### src/rtl/pipe_mmio_pkg.sv
// Shared definitions for the MEM-stage data memory / MMIO block.
// Provides the I/O word offsets, the address region decoder and the byte-lane merge helper.
// No ports; imported by pipe_datamem_mmio.
package pipe_mmio_pkg;

   // Word offsets (addr[6:2]) inside the I/O window.
   localparam int OFS_OUT  = 0;
   localparam int OFS_IN   = 8;
   localparam int OFS_STAT = 16;
   localparam int OFS_MASK = 17;

   typedef enum logic [2:0] {
      RGN_RAM,
      RGN_OUT,
      RGN_IN,
      RGN_STAT,
      RGN_MASK,
      RGN_NONE
   } region_t;

   // Classify a byte address. addr[io_bit] picks RAM (0) or I/O (1);
   // inside I/O only addr[6:2] matters, everything unmapped is RGN_NONE.
   function automatic region_t region_decode(input logic [31:0] addr,
                                             input int          io_bit,
                                             input int          n_out,
                                             input int          n_in);
      int ofs;
      ofs = int'(addr[6:2]);
      if (!addr[io_bit])
         return RGN_RAM;
      if (ofs >= OFS_OUT && ofs < OFS_OUT + n_out)
         return RGN_OUT;
      if (ofs >= OFS_IN && ofs < OFS_IN + n_in)
         return RGN_IN;
      if (ofs == OFS_STAT)
         return RGN_STAT;
      if (ofs == OFS_MASK)
         return RGN_MASK;
      return RGN_NONE;
   endfunction

   // Replace the bytes of old_w whose enable bit is set with those of new_w.
   function automatic logic [31:0] byte_merge(input logic [31:0] old_w,
                                              input logic [31:0] new_w,
                                              input logic [3:0]  be);
      logic [31:0] r;
      r = old_w;
      for (int i = 0; i < 4; i++) begin
         if (be[i])
            r[8*i +: 8] = new_w[8*i +: 8];
      end
      return r;
   endfunction

endpackage

### src/rtl/pipe_datamem_mmio_io_in_sync.sv
// One input port: 2-flop synchroniser plus a previous-sample register for change detection.
// Ports: clock_i/clr_i (async active-high reset), pin_i raw input, value_o synchronised value,
//        chg_o high while the synchronised value differs from the previous sample.
module io_in_sync #(
   parameter int W = 4
) (
   input  logic         clock_i,
   input  logic         clr_i,
   input  logic [W-1:0] pin_i,
   output logic [W-1:0] value_o,
   output logic         chg_o
);

   logic [W-1:0] s1_q;
   logic [W-1:0] s2_q;
   logic [W-1:0] prev_q;

   always_ff @(posedge clock_i or posedge clr_i) begin
      if (clr_i) begin
         s1_q   <= '0;
         s2_q   <= '0;
         prev_q <= '0;
      end else begin
         s1_q   <= pin_i;
         s2_q   <= s1_q;
         prev_q <= s2_q;
      end
   end

   assign value_o = s2_q;
   // Combinational compare: the owning status flag registers it one edge later,
   // so a pin change is first visible in status 3 edges after it happens.
   assign chg_o   = (s2_q != prev_q);

endmodule

### src/rtl/pipe_datamem_mmio.sv
// Data memory with memory-mapped I/O for the pipelined CPU's MEM stage.
// Ports: clock, clr (async active-high reset), addr/datain/we/be/re bus from the MEM stage,
//        in_ports async inputs, dataout registered read data (1-cycle latency, read-first),
//        out_ports output registers, irq = registered |(status & mask).
module pipe_datamem_mmio
   import pipe_mmio_pkg::*;
#(
   parameter int          DEPTH     = 32,
   parameter int          IO_BIT    = 7,
   parameter int          N_OUT     = 2,
   parameter int          N_IN      = 2,
   parameter int          IN_W      = 4,
   parameter logic [31:0] OUT_RESET = 32'h0
) (
   input  logic                   clock,
   input  logic                   clr,
   input  logic [31:0]            addr,
   input  logic [31:0]            datain,
   input  logic                   we,
   input  logic [3:0]             be,
   input  logic                   re,
   input  logic [N_IN*IN_W-1:0]   in_ports,
   output logic [31:0]            dataout,
   output logic [N_OUT*32-1:0]    out_ports,
   output logic                   irq
);

   localparam int AW = (DEPTH > 1) ? $clog2(DEPTH) : 1;

   // ---------------------------------------------------------------- decode
   region_t       rgn;
   logic [AW-1:0] widx;
   logic [2:0]    sel;      // port index within the out/in groups (offsets 0.. and 8..)
   logic          unused_addr;

   assign rgn         = region_decode(addr, IO_BIT, N_OUT, N_IN);
   assign widx        = addr[AW+1:2];   // upper index bits below IO_BIT alias
   assign sel         = addr[4:2];
   assign unused_addr = ^addr;

   // ---------------------------------------------------------------- RAM
   logic [31:0] mem_q [DEPTH];

   // No reset on the array so it maps onto plain RAM.
   always_ff @(posedge clock) begin
      if (we && rgn == RGN_RAM)
         mem_q[widx] <= byte_merge(mem_q[widx], datain, be);
   end

   // ---------------------------------------------------------------- inputs
   logic [IN_W-1:0] in_val [N_IN];
   logic [N_IN-1:0] in_chg;

   for (genvar k = 0; k < N_IN; k++) begin : g_in
      io_in_sync #(.W(IN_W)) u_sync (
         .clock_i (clock),
         .clr_i   (clr),
         .pin_i   (in_ports[k*IN_W +: IN_W]),
         .value_o (in_val[k]),
         .chg_o   (in_chg[k])
      );
   end

   // ---------------------------------------------------------------- registers
   logic [31:0]     out_q [N_OUT];
   logic [31:0]     out_d [N_OUT];
   logic [N_IN-1:0] mask_q, mask_d;
   logic [N_IN-1:0] status_q, status_d;
   logic            irq_q, irq_d;
   logic [31:0]     dataout_q, dataout_d;

   always_comb begin
      for (int k = 0; k < N_OUT; k++)
         out_d[k] = out_q[k];
      if (we && rgn == RGN_OUT) begin
         for (int k = 0; k < N_OUT; k++) begin
            if (sel == k[2:0])
               out_d[k] = byte_merge(out_q[k], datain, be);
         end
      end
   end

   always_comb begin
      mask_d = mask_q;
      if (we && rgn == RGN_MASK && be[0])
         mask_d = datain[N_IN-1:0];
   end

   // Clear-on-read happens first, then new change events are OR'd in,
   // so an event landing on the clearing edge survives.
   always_comb begin
      status_d = status_q;
      if (re && rgn == RGN_STAT)
         status_d = '0;
      status_d = status_d | in_chg;
   end

   assign irq_d = |(status_q & mask_q);

   // Read mux samples current (pre-edge) state, giving read-first behaviour.
   always_comb begin
      dataout_d = '0;
      case (rgn)
         RGN_RAM: dataout_d = mem_q[widx];
         RGN_OUT: begin
            for (int k = 0; k < N_OUT; k++) begin
               if (sel == k[2:0])
                  dataout_d = out_q[k];
            end
         end
         RGN_IN: begin
            for (int k = 0; k < N_IN; k++) begin
               if (sel == k[2:0])
                  dataout_d[IN_W-1:0] = in_val[k];
            end
         end
         RGN_STAT: dataout_d[N_IN-1:0] = status_q;
         RGN_MASK: dataout_d[N_IN-1:0] = mask_q;
         default:  dataout_d = '0;
      endcase
   end

   always_ff @(posedge clock or posedge clr) begin
      if (clr) begin
         for (int k = 0; k < N_OUT; k++)
            out_q[k] <= OUT_RESET;
         mask_q    <= '0;
         status_q  <= '0;
         irq_q     <= 1'b0;
         dataout_q <= '0;
      end else begin
         for (int k = 0; k < N_OUT; k++)
            out_q[k] <= out_d[k];
         mask_q    <= mask_d;
         status_q  <= status_d;
         irq_q     <= irq_d;
         dataout_q <= dataout_d;
      end
   end

   // ---------------------------------------------------------------- outputs
   for (genvar k = 0; k < N_OUT; k++) begin : g_out
      assign out_ports[k*32 +: 32] = out_q[k];
   end

   assign dataout = dataout_q;
   assign irq     = irq_q;

endmodule

### config.mk
export PLATFORM = sky130hd
export DESIGN_NAME = pipe_datamem_mmio
export DESIGN_NICKNAME = d
export VERILOG_FILES = /design/src/rtl/pipe_mmio_pkg.sv /design/src/rtl/pipe_datamem_mmio_io_in_sync.sv /design/src/rtl/pipe_datamem_mmio.sv
export SDC_FILE = /design/constraint.sdc
export NUM_CORES = 1
export LEC_CHECK = 0
export ABC_CLOCK_PERIOD_IN_PS = 3600
export CELL_PAD_IN_SITES_DETAIL_PLACEMENT = 0
export CELL_PAD_IN_SITES_GLOBAL_PLACEMENT = 1
export CORE_ASPECT_RATIO = 0.75
export CORE_UTILIZATION = 35
export DETAILED_ROUTE_END_ITERATION = 6
export PLACE_DENSITY_LB_ADDON = 0.1
export SLEW_MARGIN = 15
export SYNTH_ARGS = -nofsm -noshare
export SYNTH_HDL_FRONTEND = slang
export SYNTH_HIERARCHICAL = 1
export SYNTH_SLANG_ARGS = --single-unit
### constraint.sdc
create_clock -name clock -period 3.6 [get_ports clock]
set_input_delay 0.54 -clock clock [delete_from_list [all_inputs] [get_ports clock]]
set_output_delay 0.54 -clock clock [all_outputs]
set_load 0.02 [all_outputs]
==> results.cfg, run 1 <==
[detailed_routing]
viasPerCell = 5.45
antenna_left = 0
drc = 2
num_vias = 24992
wire_per_inst_um = 31.7
first_iter_violations = 2159
drt_pass1_iterations = 7
wirelength_mm = 145

[floorplan]
die_w_um = 413
die_h_um = 310
core_um2 = 125000
die-area_um2 = 128000
boundaryPins = 177
num_rows = 112
start_util = 0.354

[timing]
max-slew-margin-rel = 0.416
finalSetupViolCount = 0
finalHoldViolations = 0
period_share = 0.828
final_max_slew_viol_count = 0
fin_crit_ns = 2.98
tightest_slew_ns = 0.876
rsz0062_at_grt = no
fmax_mhz = 336
hold_slack_ns = 0.265
finClkSkew_ns = 0.0331

[clock_network]
cts_buffers = 114
post-cts-setup-buffer-count = 0
cts_tree = built
clk_pin_slew_ns = 0.06
cts_sinks = 1149
clock_latency_ns = 0.73
cts_root_buf = clkbuf_16
post_cts_resized = 0
hold_buffers = 0
clockBufferDepth = 3
htree_num_levels = 3

[power_and_ir_drop]
swShare = 0.226
power.switching_w = 0.00654
p_per_area_nw_per_um2 = 531
ir_worst_vdd_mv = 0.405
p_comb_frac = 0.075
clockPowerShare = 0.408
pwr-share-seq = 0.517
p_leak_nw = 19.7
p_int_w = 0.0224

[final_layout]
syn_to_final_growth_pct = 23.1
layout_commonest_cell = edfxtp_1
layout_common_cells = edfxtp_1 (1024), mux2i_1 (522), o22ai_1 (260)
fin_util = 0.436
drive_above_1_share = 0.204
fillerInstances = 10941
n_antenna_cell = 0
nNetsFinal = 2911

[yosys]
yosysWarnings = 6
synth.avg_cell_area_um2 = 18.2
ys_ff_latch = 1149
syn_area_um2 = 44300
syn-instance-count = 2436
yosysSeqAreaShare = 0.765
yosysUniqueCellTypes = 39
synth.net_count = 2516

[outcome]
violations = design-rule violations
status = complete, but fails checks

[worst_setup_path]
worstPathMaxFanout = 32
reg2reg_slack_ns = 1.37
cpLargestDelayFamily = buffers and inverters
cpMaxStageDelayCell = or4b_2
crit_chain = clkdlybuf4s50_1 -> buf_12 -> or4b_2 -> buf_12 -> o22ai_1 -> nor4_1 -> buf_4 -> nand2_1 -> mux2_2 -> buf_12
critPathKind = input port to flop
r2r_cells = 7
path_buf_inv = 5
end_kind = flop
r2r-start = mem_q[5][23]
cpMostUsedCell = buf_12
crit_required_ns = 4.16
max_stage_delay_ns = 0.76
cp_data_arrival_time_ns = 3.53
timing.rr.end = mem_q[4][23]
startpoint_type = input port

[global_routing]
antenna_found_initial = 1
grt_max_degree = 67
grt_usage = 0.227
grt_pass1_wl_mm = 200
grt_overflow = 0
grt_pass1_vias = 24925

[place]
dp_hpwl_mm = 88.6
io_buffers = 150
globalplace.congestion = 0.788

[flow_run]
cap_viol_max_count = 0

[hold_path]
min_path_type = input port to async pin
[power groups by stage]
| stage | clock (W) | sequential, W | combinational, W |
|---|---|---|---|
| 5_1_grt | 0.0125 | 0.0150 | 0.00229 |
| 6_report | 0.0118 | 0.0150 | 0.00216 |
| 2_1_floorplan | 0 | 0.0153 | 0.000917 |
| 3_3_place_gp | 0 | 0.0153 | 0.00215 |
| 4_1_cts | 0.0121 | 0.0150 | 0.00219 |
| 3_5_place_dp | 0 | 0.0153 | 0.00219 |
[cell type report]
type / instances / area, um^2 / share of cell area
multi-input cells: 1136 / 10000 / 0.184
inverters: 4 / 17.5 / 0.000321
repair buffers: 426 / 4850 / 0.0889
clock inverters: 77 / 681 / 0.0125
clock buffers: 139 / 3030 / 0.0555
well taps: 1653 / 2070 / 0.0379
flip-flops and latches: 1149 / 33900 / 0.621
[per-layer routing]
layer | share of wire | vias to the layer above | wire, um | GRT usage
met2 | 0.47 | 609 | 68900 | 0.366
met4 | 0.017 | 0 | 2450 | 0.0441
met5 | 0 | - | 0 | 0
li1 | - | 10667 | - | -
met3 | 0.038 | 137 | 5480 | 0.0278
met1 | 0.47 | 13579 | 68700 | 0.331
[cell usage after synthesis]
library cell	number	area share
nand2b_1	2	0.00028
a211o_1	2	0.00040
and3_1	3	0.00042
o22ai_1	260	0.037
nand4_1	3	0.00042
clkbuf_1	20	0.0017
or4b_1	3	0.00068
buf_4	12	0.0020
or3b_1	1	0.00020
nand3_1	5	0.00056
o2bb2ai_1	28	0.0055
buf_1	4	0.00034
or4_1	1	0.00017
nor4_1	64	0.0090
and2_1	1	0.00014
mux2_1	3	0.00076
a22oi_1	28	0.0047
nand2_1	38	0.0032
clkinv_1	1	0.000085
or3_1	2	0.00028
or4b_4	1	0.00031
nand4b_2	4	0.0014
nor3_1	13	0.0015
nand4bb_1	6	0.0015
or3b_2	1	0.00020
mux2i_1	522	0.12
nand2_2	8	0.0011
edfxtp_1	1024	0.69
nor2b_1	2	0.00028
dfrtp_1	125	0.071
inv_1	3	0.00025
a21o_1	4	0.00068
a22o_1	1	0.00020
xnor2_1	8	0.0016
buf_6	10	0.0025
buf_2	101	0.011
nor2_1	26	0.0022
mux2_2	95	0.024
nand4_2	1	0.00028
[sequential cells by signal, summed over array words and instances, names as in the netlist]
signal               flops
dataout                 32
g_in.u_sync/prev_q       8
g_in.u_sync/s1_q         8
g_in.u_sync/value_o      8
irq                      1
mask_q                   2
mem_q                 1024
out_ports               64
status_q                 2
[worst register-to-register path, delay by kind of cell (launching register included)]
kind | cells | cell delay, ns
mux | 2 | 0.53
flops | 1 | 0.38
compound gates | 1 | 0.16
simple gates | 2 | 0.52
buf+inv | 2 | 0.35
[cells by family (layout without fill, tap and decap cells)]
| family | count (synthesis) | after routing | share of synthesized area |
|---|---|---|---|
| compound gates | 323 | 323 | 0.0483 |
| xor+xnor | 8 | 8 | 0.00158 |
| buf+inv | 151 | 646 | 0.0184 |
| flops | 1149 | 1149 | 0.765 |
| mux | 620 | 620 | 0.143 |
| simple gates | 185 | 185 | 0.0242 |
[through the flow]
stage | instances | setup slack (ns) | power, W | area, um^2 | TNS, ns
2_1_floorplan | 2436 | -0.746 | 0.0162 | 44300 | -119.13
3_3_place_gp | 4368 | -0.127 | 0.0174 | 50800 | -5.41
3_5_place_dp | 4368 | -0.118 | 0.0174 | 50800 | -3.90
4_1_cts | 4584 | 0.628 | 0.0292 | 54500 | 0
5_1_grt | 4584 | 0.655 | 0.0298 | 54500 | 0
6_report | 4584 | 0.621 | 0.0290 | 54500 | 0
[worst max path at each step]
| stage | from | end | slack, ns | cells past startpoint |
|---|---|---|---|---|
| 6_report | addr[5] | mem_q[4][23] | 0.62 | 10 |
| 5_1_grt | addr[5] | mem_q[4][23] | 0.65 | 10 |
| 4_1_cts | addr[5] | mem_q[4][23] | 0.63 | 10 |
| 3_5_place_dp | addr[5] | mem_q[4][23] | -0.12 | 10 |
| 3_3_place_gp | addr[5] | mem_q[5][23] | -0.13 | 10 |
| 2_1_floorplan | addr[2] | mem_q[10][0] | -0.75 | 6 |
Power figures use the tool's default switching activity.
==> inputs of run 2 (changes only) <==
ABC_CLOCK_PERIOD_IN_PS = 2500   (was 3600)
clock period = 2.5 ns   (was 3.6 ns; I/O delays follow)
==> run 2 against run 1 <==
Net effect: the flow now finishes without violations; register-to-register slack got worse by 1.0 ns; sequential cell count unchanged; via count increased by 2.4%; cell count increased by 3.5%; hold slack got worse by 0.15 ns; combinational power increased by 57%; core utilization increased by 1.7 points; critical path type unchanged; critical endpoint is now mem_q[16][21]; highest routed layer unchanged.
==> results.cfg, run 2 (synthesis gave the netlist of run 1 again) <==
[detailed_routing]
first_iter_violations = 2662
drc = 0
drt_pass1_iterations = 7
wirelength_mm = 149
viasPerCell = 5.39
num_vias = 25581
wire_per_inst_um = 31.4
antenna_left = 0

[floorplan]
die-area_um2 = 128000
die_h_um = 310
die_w_um = 413
num_rows = 112
core_um2 = 125000
start_util = 0.354
boundaryPins = 177

[global_routing]
grt_pass1_wl_mm = 204
antenna_found_initial = 1
grt_pass1_vias = 25647
grt_usage = 0.233
grt_overflow = 0
grt_max_degree = 36

[timing]
finalSetupViolCount = 0
tightest_slew_ns = 0.919
final_max_slew_viol_count = 0
setup_tns_ns = 0
finClkSkew_ns = 0.0302
max-slew-margin-rel = 0.386
rsz0062_at_grt = no
fmax_mhz = 406
hold_slack_ns = 0.113
finalHoldViolations = 0
fin_crit_ns = 2.46
period_share = 0.985

[final_layout]
fillerInstances = 10728
multi_input_area_um2 = 10100
largest_register = mem_q
largest_register_ffs = 1024
register_area_um2 = 33900
layout_common_cells = edfxtp_1 (1024), mux2i_1 (522), buf_4 (263)
syn_to_final_growth_pct = 27.9
drive_above_1_share = 0.250
nNetsFinal = 3073
layout_commonest_cell = edfxtp_1

[worst_setup_path]
critPathKind = input port to flop
startpoint_type = input port
crit_chain = clkdlybuf4s50_1 -> buf_4 -> or4b_2 -> buf_12 -> buf_4 -> o22ai_1 -> nor4_2 -> nand2_2 -> mux2_4 -> bufbuf_16
max_stage_delay_ns = 0.64
worstPathMaxFanout = 16
cpMaxStageDelayCell = or4b_2
end_kind = flop
cpMostUsedCell = buf_4
cp_data_arrival_time_ns = 3.03
crit_required_ns = 3.07

[clock_network]
htree_num_levels = 3
cts_tree = built
clk_pin_slew_ns = 0.06
clock_latency_ns = 0.73
cts_buffers = 112
hold_buffers = 0
cts_root_buf = clkbuf_16
cts_sinks = 1149
clockBufferDepth = 3

[flow_run]
cap_viol_max_count = 0

[power_and_ir_drop]
ir_worst_vdd_mv = 0.632
p_leak_nw = 20.7
p_per_area_nw_per_um2 = 733

[place]
dp_hpwl_mm = 97.6
io_buffers = 150
globalplace.congestion = 0.825

[outcome]
status = finished clean

[hold_path]
min_path_type = input port to flop
## run 2: cell count changes in the layout (fill, tap and decap cells not counted), moves of 4 or more
cell and delta:
clkinv_1 -12, clkbuf_1 +6, nor4_2 +4, buf_12 +69, clkbuf_8 +7, nor4_1 -5
buf_4 +89, nor3_4 +5, buf_6 +4, nor3_2 -5
## run 2: metrics by stage
step,std cells,power (W),util,area [um^2],setup slack (ns)
after floorplan,2436,0.0234,-,44700,-0.504
after global placement,4517,0.0253,0.422,52800,-1.21
after detailed placement,4517,0.0253,0.422,52800,-1.16
after CTS,4739,0.0419,0.453,56600,0.0216
after global routing,4744,0.0428,0.453,56700,0.00673
final,4744,0.0416,0.453,56700,0.0374
## run 2: path summary, 6_finish.rpt
path	from	to	slack [ns]	cells past startpoint
max reg2reg	mem_q[31][23]	mem_q[6][23]	0.33	8
min	in_ports[2]	g_in[0].u_sync/s1_q[2]	0.11	1
min reg2reg	g_in[1].u_sync/s1_q[1]	g_in[1].u_sync/value_o[1]	0.35	0
max in group asynchronous	clr	dataout[27]	1.50	3
max	addr[6]	mem_q[16][21]	0.04	10
min in group asynchronous	clr	g_in[1].u_sync/prev_q[2]	0.17	2
## run 2: where the power goes
group / switching (W) / leakage, nW / internal, W
sequential: 0.0000755 / 10.9 / 0.0215
clock: 0.00727 / 1.77 / 0.00934
combinational: 0.00197 / 8.03 / 0.00142
## run 2: cell type report
cell class	instances	share of cell area
Antenna cell	1	0.0000442
Clock buffer	151	0.0548
Clock inverter	60	0.00865
Inverter	4	0.000331
Multi-Input combinational cell	1136	0.178
Sequential cell	1149	0.598
Tap cell	1653	0.0365
Timing Repair Buffer	590	0.124
## run 2: worst max-delay path: cells and delay by family
family                 cells  cell delay [ns]
buffers and inverters      5             1.33
and+or+nand+nor            3             0.86
muxes                      1             0.23
AOI/OAI and AO/OA          1             0.20
## run 2: timing repair
item                                    CTS  global route
cloned                                    1             0
pin swaps                                 3             5
resized for setup                        23             5
endpoints found under the setup margin  256           112
setup buffers                            11             4
## run 2: metal layers
| layer | GRT usage | up-vias | share of wire |
|---|---|---|---|
| met5 | 0 | - | 0 |
| met4 | 0.0687 | 0 | 0.029 |
| met3 | 0.0382 | 177 | 0.053 |
| met2 | 0.367 | 784 | 0.46 |
| met1 | 0.332 | 13635 | 0.46 |
| li1 | - | 10985 | - |
